<file path="src/rtl/tlb_lookup_unit.sv">
// tlb_lookup_unit: small fully-associative Sv39 TLB in front of the TLB bus unit.
// Hits are answered locally with a permission check. A miss drives the page-walk
// handshake and installs the returned entry. A write hit on a page with D clear
// goes through a write-through handshake so the bus unit can set D in memory.
// Optional build macro: TLB_PERF_CNT_EN adds saturating hit_cnt/miss_cnt outputs.
module tlb_lookup_unit #(
    parameter int ENTRY_NUM = 4,
    parameter int CNT_W     = 32
) (
    input  logic        clk,
    input  logic        rst_n,
    input  logic [63:0] satp,
    input  logic        mxr,
    input  logic        sum,
    input  logic        flush,
    input  logic        tsl_req,
    input  logic [63:0] tsl_va,
    input  logic        tsl_read,
    input  logic        tsl_write,
    input  logic        tsl_execute,
    input  logic [3:0]  tsl_priv,
    output logic        tsl_ready,
    output logic [63:0] tsl_pa,
    output logic        tsl_page_fault,
    output logic        TLB_translate_req,
    output logic        TLB_write_through_req,
    output logic        TLB_tsl_read,
    output logic        TLB_tsl_write,
    output logic        TLB_tsl_execute,
    output logic [3:0]  TLB_tsl_priv,
    output logic [63:0] TLB_PTE_out,
    output logic [63:0] TLB_PTE_pa_out_va_out,
    input  logic [43:0] TLB_PPN_in,
    input  logic [63:0] TLB_PTE_in,
    input  logic [63:0] TLB_PTE_pa_in,
    input  logic        TLB_bu_ready,
    input  logic        TLB_entry_write,
    input  logic        TLB_D_set,
    input  logic        TLB_page_fault
`ifdef TLB_PERF_CNT_EN
    ,
    output logic [CNT_W-1:0] hit_cnt,
    output logic [CNT_W-1:0] miss_cnt
`endif
);

    localparam int IDX_W = $clog2(ENTRY_NUM);

    localparam logic [3:0] PRIV_U = 4'b0001;
    localparam logic [3:0] PRIV_S = 4'b0010;
    localparam logic [3:0] PRIV_M = 4'b1000;

    typedef enum logic [2:0] {
        ST_IDLE   = 3'd0,
        ST_LOOKUP = 3'd1,
        ST_WALK   = 3'd2,
        ST_WTHRU  = 3'd3,
        ST_RESP   = 3'd4,
        ST_FAULT  = 3'd5
    } state_e;

    // Returns 1 when the access described by rd/wr/ex/priv may not use this PTE.
    function automatic logic perm_fail(
        input logic [63:0] pte,
        input logic        rd,
        input logic        wr,
        input logic        ex,
        input logic [3:0]  priv,
        input logic        mxr_bit,
        input logic        sum_bit
    );
        logic fail;
        fail = 1'b0;
        if (priv == PRIV_U && !pte[4]) begin
            fail = 1'b1;
        end else if (priv == PRIV_S && pte[4] && (!sum_bit || ex)) begin
            fail = 1'b1;
        end else if (rd && !pte[1] && !(mxr_bit && pte[3])) begin
            fail = 1'b1;
        end else if (wr && !pte[2]) begin
            fail = 1'b1;
        end else if (ex && !pte[3]) begin
            fail = 1'b1;
        end else begin
            fail = 1'b0;
        end
        return fail;
    endfunction

    // FSM and request latch
    state_e            state_q, state_d;
    logic [63:0]       va_q;
    logic              rd_q, wr_q, ex_q;
    logic [3:0]        priv_q;
    logic [IDX_W-1:0]  hit_idx_q;
    logic              flush_pend_q, flush_pend_d;

    // Entry storage
    logic [ENTRY_NUM-1:0] valid_q;
    logic [26:0]          vpn_q    [ENTRY_NUM];
    logic [43:0]          ppn_q    [ENTRY_NUM];
    logic [63:0]          pte_q    [ENTRY_NUM];
    logic [63:0]          pte_pa_q [ENTRY_NUM];
    logic [IDX_W-1:0]     rr_q;

    // Registered outputs
    logic        tsl_ready_q;
    logic        tsl_page_fault_q;
    logic [63:0] tsl_pa_q;
    logic        translate_req_q;
    logic        wt_req_q;
    logic [63:0] pte_out_q;
    logic [63:0] pa_va_out_q;

    // Combinational helpers
    logic             bare_s;
    logic             hit_s;
    logic [IDX_W-1:0] hit_idx_s;
    logic             inv_found_s;
    logic [IDX_W-1:0] inv_idx_s;
    logic [IDX_W-1:0] fill_idx_s;
    logic [IDX_W-1:0] sel_idx_s;
    logic             perm_fail_s;
    logic [63:0]      pa_s;
    logic             fill_s;
    logic             dset_s;
    logic             clear_s;

    // Bits that carry no meaning for this block are folded into one sink.
    logic unused_ok_s;
    assign unused_ok_s = ^{satp[59:0], 32'(CNT_W)};

    // Bare translation when paging is off or the access is machine mode
    always_comb begin
        bare_s = (satp[63:60] == 4'd0) || (priv_q == PRIV_M);
    end

    // Associative match; scanning downwards leaves the lowest matching index
    always_comb begin
        hit_s     = 1'b0;
        hit_idx_s = {IDX_W{1'b0}};
        for (int i = ENTRY_NUM - 1; i >= 0; i--) begin
            if (valid_q[i] && (vpn_q[i] == va_q[38:12])) begin
                hit_s     = 1'b1;
                hit_idx_s = IDX_W'(i);
            end else begin
                hit_s     = hit_s;
                hit_idx_s = hit_idx_s;
            end
        end
    end

    // Fill target: lowest invalid entry, otherwise the round-robin victim
    always_comb begin
        inv_found_s = 1'b0;
        inv_idx_s   = {IDX_W{1'b0}};
        for (int i = ENTRY_NUM - 1; i >= 0; i--) begin
            if (!valid_q[i]) begin
                inv_found_s = 1'b1;
                inv_idx_s   = IDX_W'(i);
            end else begin
                inv_found_s = inv_found_s;
                inv_idx_s   = inv_idx_s;
            end
        end
        if (inv_found_s) begin
            fill_idx_s = inv_idx_s;
        end else begin
            fill_idx_s = rr_q;
        end
    end

    // Entry selection, permission check and physical address formation
    always_comb begin
        if (state_q == ST_LOOKUP) begin
            sel_idx_s = hit_idx_s;
        end else begin
            sel_idx_s = hit_idx_q;
        end
        perm_fail_s = perm_fail(pte_q[hit_idx_s], rd_q, wr_q, ex_q, priv_q, mxr, sum);
        if ((state_q == ST_LOOKUP) && bare_s) begin
            pa_s = va_q;
        end else begin
            pa_s = {8'h00, ppn_q[sel_idx_s], va_q[11:0]};
        end
    end

    // Next-state logic
    always_comb begin
        state_d = state_q;
        case (state_q)
            ST_IDLE: begin
                if (tsl_req) begin
                    state_d = ST_LOOKUP;
                end else begin
                    state_d = ST_IDLE;
                end
            end
            ST_LOOKUP: begin
                if (bare_s) begin
                    state_d = ST_RESP;
                end else if (hit_s) begin
                    if (perm_fail_s) begin
                        state_d = ST_FAULT;
                    end else if (wr_q && !pte_q[hit_idx_s][7]) begin
                        state_d = ST_WTHRU;
                    end else begin
                        state_d = ST_RESP;
                    end
                end else begin
                    state_d = ST_WALK;
                end
            end
            ST_WALK: begin
                if (TLB_page_fault) begin
                    state_d = ST_FAULT;
                end else if (TLB_bu_ready) begin
                    state_d = ST_LOOKUP;
                end else begin
                    state_d = ST_WALK;
                end
            end
            ST_WTHRU: begin
                if (TLB_page_fault) begin
                    state_d = ST_FAULT;
                end else if (TLB_D_set) begin
                    state_d = ST_RESP;
                end else begin
                    state_d = ST_WTHRU;
                end
            end
            ST_RESP:  state_d = ST_IDLE;
            ST_FAULT: state_d = ST_IDLE;
            default:  state_d = ST_IDLE;
        endcase
    end

    // Array update strobes and deferred-flush bookkeeping
    always_comb begin
        fill_s  = (state_q == ST_WALK) && TLB_entry_write;
        dset_s  = (state_q == ST_WTHRU) && TLB_D_set && !TLB_page_fault;
        clear_s = ((state_q == ST_IDLE) && flush) ||
                  ((state_q != ST_IDLE) && (state_d == ST_IDLE) && (flush_pend_q || flush));
        if (clear_s) begin
            flush_pend_d = 1'b0;
        end else if ((state_q != ST_IDLE) && flush) begin
            flush_pend_d = 1'b1;
        end else begin
            flush_pend_d = flush_pend_q;
        end
    end

    // FSM state and deferred-flush register
    always_ff @(posedge clk or negedge rst_n) begin
        if (!rst_n) begin
            state_q      <= ST_IDLE;
            flush_pend_q <= 1'b0;
        end else begin
            state_q      <= state_d;
            flush_pend_q <= flush_pend_d;
        end
    end

    // Capture the request when accepted in IDLE; remember which entry hit
    always_ff @(posedge clk or negedge rst_n) begin
        if (!rst_n) begin
            va_q      <= 64'h0;
            rd_q      <= 1'b0;
            wr_q      <= 1'b0;
            ex_q      <= 1'b0;
            priv_q    <= 4'h0;
            hit_idx_q <= {IDX_W{1'b0}};
        end else begin
            if ((state_q == ST_IDLE) && tsl_req) begin
                va_q   <= tsl_va;
                rd_q   <= tsl_read;
                wr_q   <= tsl_write;
                ex_q   <= tsl_execute;
                priv_q <= tsl_priv;
            end
            if ((state_q == ST_LOOKUP) && hit_s) begin
                hit_idx_q <= hit_idx_s;
            end
        end
    end

    // Entry array: flush, fill from the walk, and D-bit set after write-through
    always_ff @(posedge clk or negedge rst_n) begin
        if (!rst_n) begin
            valid_q <= {ENTRY_NUM{1'b0}};
            rr_q    <= {IDX_W{1'b0}};
            for (int i = 0; i < ENTRY_NUM; i++) begin
                vpn_q[i]    <= 27'h0;
                ppn_q[i]    <= 44'h0;
                pte_q[i]    <= 64'h0;
                pte_pa_q[i] <= 64'h0;
            end
        end else if (clear_s) begin
            valid_q <= {ENTRY_NUM{1'b0}};
        end else if (fill_s) begin
            valid_q[fill_idx_s]  <= 1'b1;
            vpn_q[fill_idx_s]    <= va_q[38:12];
            ppn_q[fill_idx_s]    <= TLB_PPN_in;
            pte_q[fill_idx_s]    <= TLB_PTE_in;
            pte_pa_q[fill_idx_s] <= TLB_PTE_pa_in;
            if (!inv_found_s) begin
                rr_q <= rr_q + IDX_W'(1);
            end
        end else if (dset_s) begin
            pte_q[hit_idx_q][7] <= 1'b1;
        end
    end

    // Outputs registered from the next state so they line up with it
    always_ff @(posedge clk or negedge rst_n) begin
        if (!rst_n) begin
            tsl_ready_q      <= 1'b0;
            tsl_page_fault_q <= 1'b0;
            tsl_pa_q         <= 64'h0;
            translate_req_q  <= 1'b0;
            wt_req_q         <= 1'b0;
            pte_out_q        <= 64'h0;
            pa_va_out_q      <= 64'h0;
        end else begin
            tsl_ready_q      <= (state_d == ST_RESP);
            tsl_page_fault_q <= (state_d == ST_FAULT);
            translate_req_q  <= (state_d == ST_WALK);
            wt_req_q         <= (state_d == ST_WTHRU);
            if (state_d == ST_RESP) begin
                tsl_pa_q <= pa_s;
            end
            if (state_d == ST_WTHRU) begin
                pte_out_q   <= pte_q[sel_idx_s];
                pa_va_out_q <= pte_pa_q[sel_idx_s];
            end else if (state_d == ST_WALK) begin
                pte_out_q   <= 64'h0;
                pa_va_out_q <= va_q;
            end else begin
                pte_out_q   <= 64'h0;
                pa_va_out_q <= 64'h0;
            end
        end
    end

    assign tsl_ready             = tsl_ready_q;
    assign tsl_page_fault        = tsl_page_fault_q;
    assign tsl_pa                = tsl_pa_q;
    assign TLB_translate_req     = translate_req_q;
    assign TLB_write_through_req = wt_req_q;
    assign TLB_tsl_read          = rd_q;
    assign TLB_tsl_write         = wr_q;
    assign TLB_tsl_execute       = ex_q;
    assign TLB_tsl_priv          = priv_q;
    assign TLB_PTE_out           = pte_out_q;
    assign TLB_PTE_pa_out_va_out = pa_va_out_q;

`ifdef TLB_PERF_CNT_EN
    logic [CNT_W-1:0] hit_cnt_q;
    logic [CNT_W-1:0] miss_cnt_q;
    logic             look_hit_s;
    logic             look_miss_s;

    // Classify translated LOOKUP cycles; bare lookups count as neither
    always_comb begin
        look_hit_s  = (state_q == ST_LOOKUP) && !bare_s && hit_s;
        look_miss_s = (state_q == ST_LOOKUP) && !bare_s && !hit_s;
    end

    // Saturating hit/miss counters, cleared only by reset
    always_ff @(posedge clk or negedge rst_n) begin
        if (!rst_n) begin
            hit_cnt_q  <= {CNT_W{1'b0}};
            miss_cnt_q <= {CNT_W{1'b0}};
        end else begin
            if (look_hit_s && (hit_cnt_q != {CNT_W{1'b1}})) begin
                hit_cnt_q <= hit_cnt_q + CNT_W'(1);
            end
            if (look_miss_s && (miss_cnt_q != {CNT_W{1'b1}})) begin
                miss_cnt_q <= miss_cnt_q + CNT_W'(1);
            end
        end
    end

    assign hit_cnt  = hit_cnt_q;
    assign miss_cnt = miss_cnt_q;
`endif

endmodule

</file>
<file path="config.mk">
export PLATFORM = sky130hd
export DESIGN_NAME = tlb_lookup_unit
export DESIGN_NICKNAME = d
export VERILOG_FILES = /design/src/rtl/tlb_lookup_unit.sv
export SDC_FILE = /design/constraint.sdc
export NUM_CORES = 2
export LEC_CHECK = 0
export ABC_AREA = 1
export CORE_UTILIZATION = 49
export DETAILED_ROUTE_END_ITERATION = 10
export GPL_ROUTABILITY_DRIVEN = 0
export PLACE_DENSITY = 0.71
export SLEW_MARGIN = 20
export SYNTH_ARGS = -nofsm -noshare
export SYNTH_HDL_FRONTEND = slang
export SYNTH_SLANG_ARGS = --single-unit
</file>
<file path="constraint.sdc">
create_clock -name clk -period 4.5 [get_ports clk]
set_clock_uncertainty 0.05 [all_clocks]
set_input_delay 0.45 -clock clk [delete_from_list [all_inputs] [get_ports clk]]
set_output_delay 0.45 -clock clk [all_outputs]
set_load 0.01 [all_outputs]
</file>
==> impl_metrics.env <==
export IMPL_synth_top_area_cell="dfrtp_1"
export IMPL_min_period_ns=4.13
export IMPL_crit_top_cell="nand2_1"
export IMPL_dpl_cell_count=6939
export IMPL_worst_setup_path_end_kind="flop"
export IMPL_fp_dieArea_um2=96200
export IMPL_arrival_ns=4.70
export IMPL_worstSetupPathType="flop to flop"
export IMPL_total_leakage_power_nw=26.6
export IMPL_timing_hold_ws_ns=0.181
export IMPL_setup_tns_ns=0
export IMPL_cts_setup_buffers=0
export IMPL_slew_violations=0
export IMPL_synth_enable_flop_cells=0
export IMPL_grt_pass1_vias=37300
export IMPL_cts_clk_slew_worst_paths_ns=0.07
export IMPL_syn_inst=5486
export IMPL_area_delta_synth_final_pct=21.2
export IMPL_status="finished, final reports clean"
export IMPL_drive_gt1_share_pct=6.84
export IMPL_drtPass1Iterations=6
export IMPL_crit_buf_inv=4
export IMPL_clk_path_buf_depth=3
export IMPL_gr_total_overflow=0
export IMPL_ys_ff_latch=1075
export IMPL_synth_async_reset_ratio_pct=100
export IMPL_die_x_um=310
export IMPL_period_share_pct=91.7
export IMPL_nFillCells=8109
export IMPL_cts_tree="built"
export IMPL_fin_area_um2=56400
export IMPL_grt_usage_pct=29.8
export IMPL_ios=520
export IMPL_worstMarginPinSlew_ns=1.05
export IMPL_vias_per_cell=5.56
export IMPL_final_common_cell="nand2_1"
export IMPL_busiest_layer="met2"
export IMPL_cpPeakStageDelay_ns=0.45
export IMPL_fin_cells=7159
export IMPL_die_h_um=310
export IMPL_hpwl_um=93400
export IMPL_wl_um=143000
export IMPL_numCtsBuffers=110
export IMPL_fin_ws_ns=0.373
export IMPL_drc_errors=0
export IMPL_relSlewSlack_pct=30.2
export IMPL_nets=6116
export IMPL_crit_required_ns=5.07
export IMPL_root_buffer="clkbuf_16"
export IMPL_crit_fanout=89
export IMPL_setup_violations=0
export IMPL_hold_class="input port to asynchronous set/reset pin"
export IMPL_crit_family="buffers and inverters"
export IMPL_synth_area_um2=46500
export IMPL_synth_top_area_share_pct=57.8
export IMPL_ys_seq_area_share_pct=57.8
export IMPL_met3_usage_pct=6.50
export IMPL_synth_cell_types=42
export IMPL_use_met2_pct=45.0
export IMPL_fmax_ghz=0.242
export IMPL_final_antenna_net_count=0
export IMPL_critPathSlowestCell="buf_4"
export IMPL_place_area_um2=52500
export IMPL_vias=39800
export IMPL_ir_worst_vdd_v=0.000403
export IMPL_syn_mean_instance_area_um2=8.48
export IMPL_rsz0062_at_grt="no"
export IMPL_io_buffers=459
export IMPL_power_total_mw=31.9
export IMPL_power_density_nw_per_um2=565
export IMPL_synth_area_top_cells="dfrtp_1, nand2_1, o21ai_0"
export IMPL_clkLatencyLatePin_ns=0.70
export IMPL_grt_first_pass_wirelength_um=221000
export IMPL_htree_levels=3
export IMPL_start_util_pct=49.6
export IMPL_preCtsSetupSlack_ns=0.435
export IMPL_synth_main_ff_cell="dfrtp_1"
export IMPL_final_util_pct=60.1
export IMPL_grt_max_degree=122
export IMPL_hold_viol_final=0
export IMPL_first_iter_violations=4777
export IMPL_start_kind="flop"
export IMPL_final_cell_mix="nand2_1, o21ai_0, dfrtp_1"
export IMPL_crit_chain="inv_1 > nand2_1 > o21ai_0 > inv_1 > nand3_1 > nor2_1 > nand2_1 > nor2_1 > nand2_1 > nand2_1 > nor2_1 > nand2_1 > o21ai_4 > buf_12 > buf_4 > o21ai_0 > o22ai_1 > o21ai_0 > o21ai_2"
export IMPL_grt_use_met1_pct=42.3
export IMPL_syn_num_nets=5803
export IMPL_core_area_um2=93700
export IMPL_antenna_found_initial=20
export IMPL_drv_cap=0
export IMPL_core_rowCount=112
export IMPL_yosysWarnings=0
export IMPL_wl_per_cell_um=20.0
export IMPL_cts_num_sinks=1075
-- worst register-to-register path: cells and delay by family, from the launching register on --
family | cells | cell delay (ns)
flip-flops | 1 | 0.43
buffers and inverters | 4 | 1.33
AND/OR/NAND/NOR | 9 | 1.09
AO/OA/AOI/OAI | 6 | 1.16
-- area by class of cell --
type | count | area (µm²) | share of cell area [%]
inverters | 356 | 1350 | 2.40
flip-flops and latches | 1075 | 26900 | 47.7
clock buffers | 164 | 3280 | 5.81
multi-input cells | 3695 | 16800 | 29.9
clock inverters | 43 | 557 | 0.987
well taps | 1254 | 1570 | 2.78
repair buffers | 561 | 5850 | 10.4
diodes | 11 | 27.5 | 0.0488
-- path summary, 6_finish.rpt --
kind | from | to | slack, ns | cells past startpoint
worst max-delay path | va_q[21] | tsl_pa[35] | 0.37 | 19
worst min-delay path | rst_n | ppn_q[150] | 0.18 | 2
worst max register to register | va_q[21] | tsl_pa[35] | 0.37 | 19
worst min register to register | rr_q[1] | rr_q[1] | 0.42 | 1
max in group asynchronous | rst_n | va_q[58] | 2.73 | 4
min in group clk | tsl_va[8] | va_q[8] | 0.29 | 3
-- logic make-up after synthesis --
family | after synthesis | synth area share (%)
flops | 1075 | 57.8
xor+xnor | 32 | 0.602
compound gates | 1506 | 17.0
mux | 23 | 0.557
buf+inv | 716 | 6.13
simple gates | 2134 | 17.9
-- where the power goes --
group | internal (mW) | switching (mW)
sequential | 12.0 | 1.55
combinational | 3.39 | 5.33
clock | 5.72 | 3.89
-- flip-flops by register name, summed over array words and instances (netlist names) --
register and cells:
TLB_tsl_read 1, state_q 3, ppn_q 176, valid_q 4
va_q 64, TLB_write_through_req 1, TLB_translate_req 1, flush_pend_q 1
TLB_tsl_execute 1, vpn_q 108, tsl_ready 1, pte_pa_q 256
hit_idx_q 2, tsl_pa 64, tsl_page_fault 1, TLB_PTE_out 64
TLB_tsl_priv 4, TLB_PTE_pa_out_va_out 64, TLB_tsl_write 1, rr_q 2
pte_q 256
-- Yosys cell counts (all sizes together), types with 2 or more instances --
cell type,instances
a21oi,211
a221oi,2
a32o,19
and2,2
and3,2
buf,69
clkbuf,291
clkinv,2
dfrtp,1075
inv,354
mux2,23
nand2,1609
nand3,43
nand3b,3
nand4,29
nor2,358
nor3,62
o21ai,1178
o22ai,90
or2,25
xnor2,22
xor2,10
-- repair_timing --
item | in CTS | in global routing
endpoints found under the hold margin | 83 | 0
setup endpoints to repair | 0 | 9
gates resized for setup | 0 | 1
hold buffers | 1 | 0
-- routing by layer --
| metal | vias to the layer above | wire [µm] |
|---|---|---|
| li1 | 18500 | - |
| met5 | - | 72 |
| met3 | 280 | 12700 |
| met1 | 19400 | 61000 |
| met2 | 1716 | 65000 |
| met4 | 10 | 4800 |
Power figures use the tool's default switching activity.
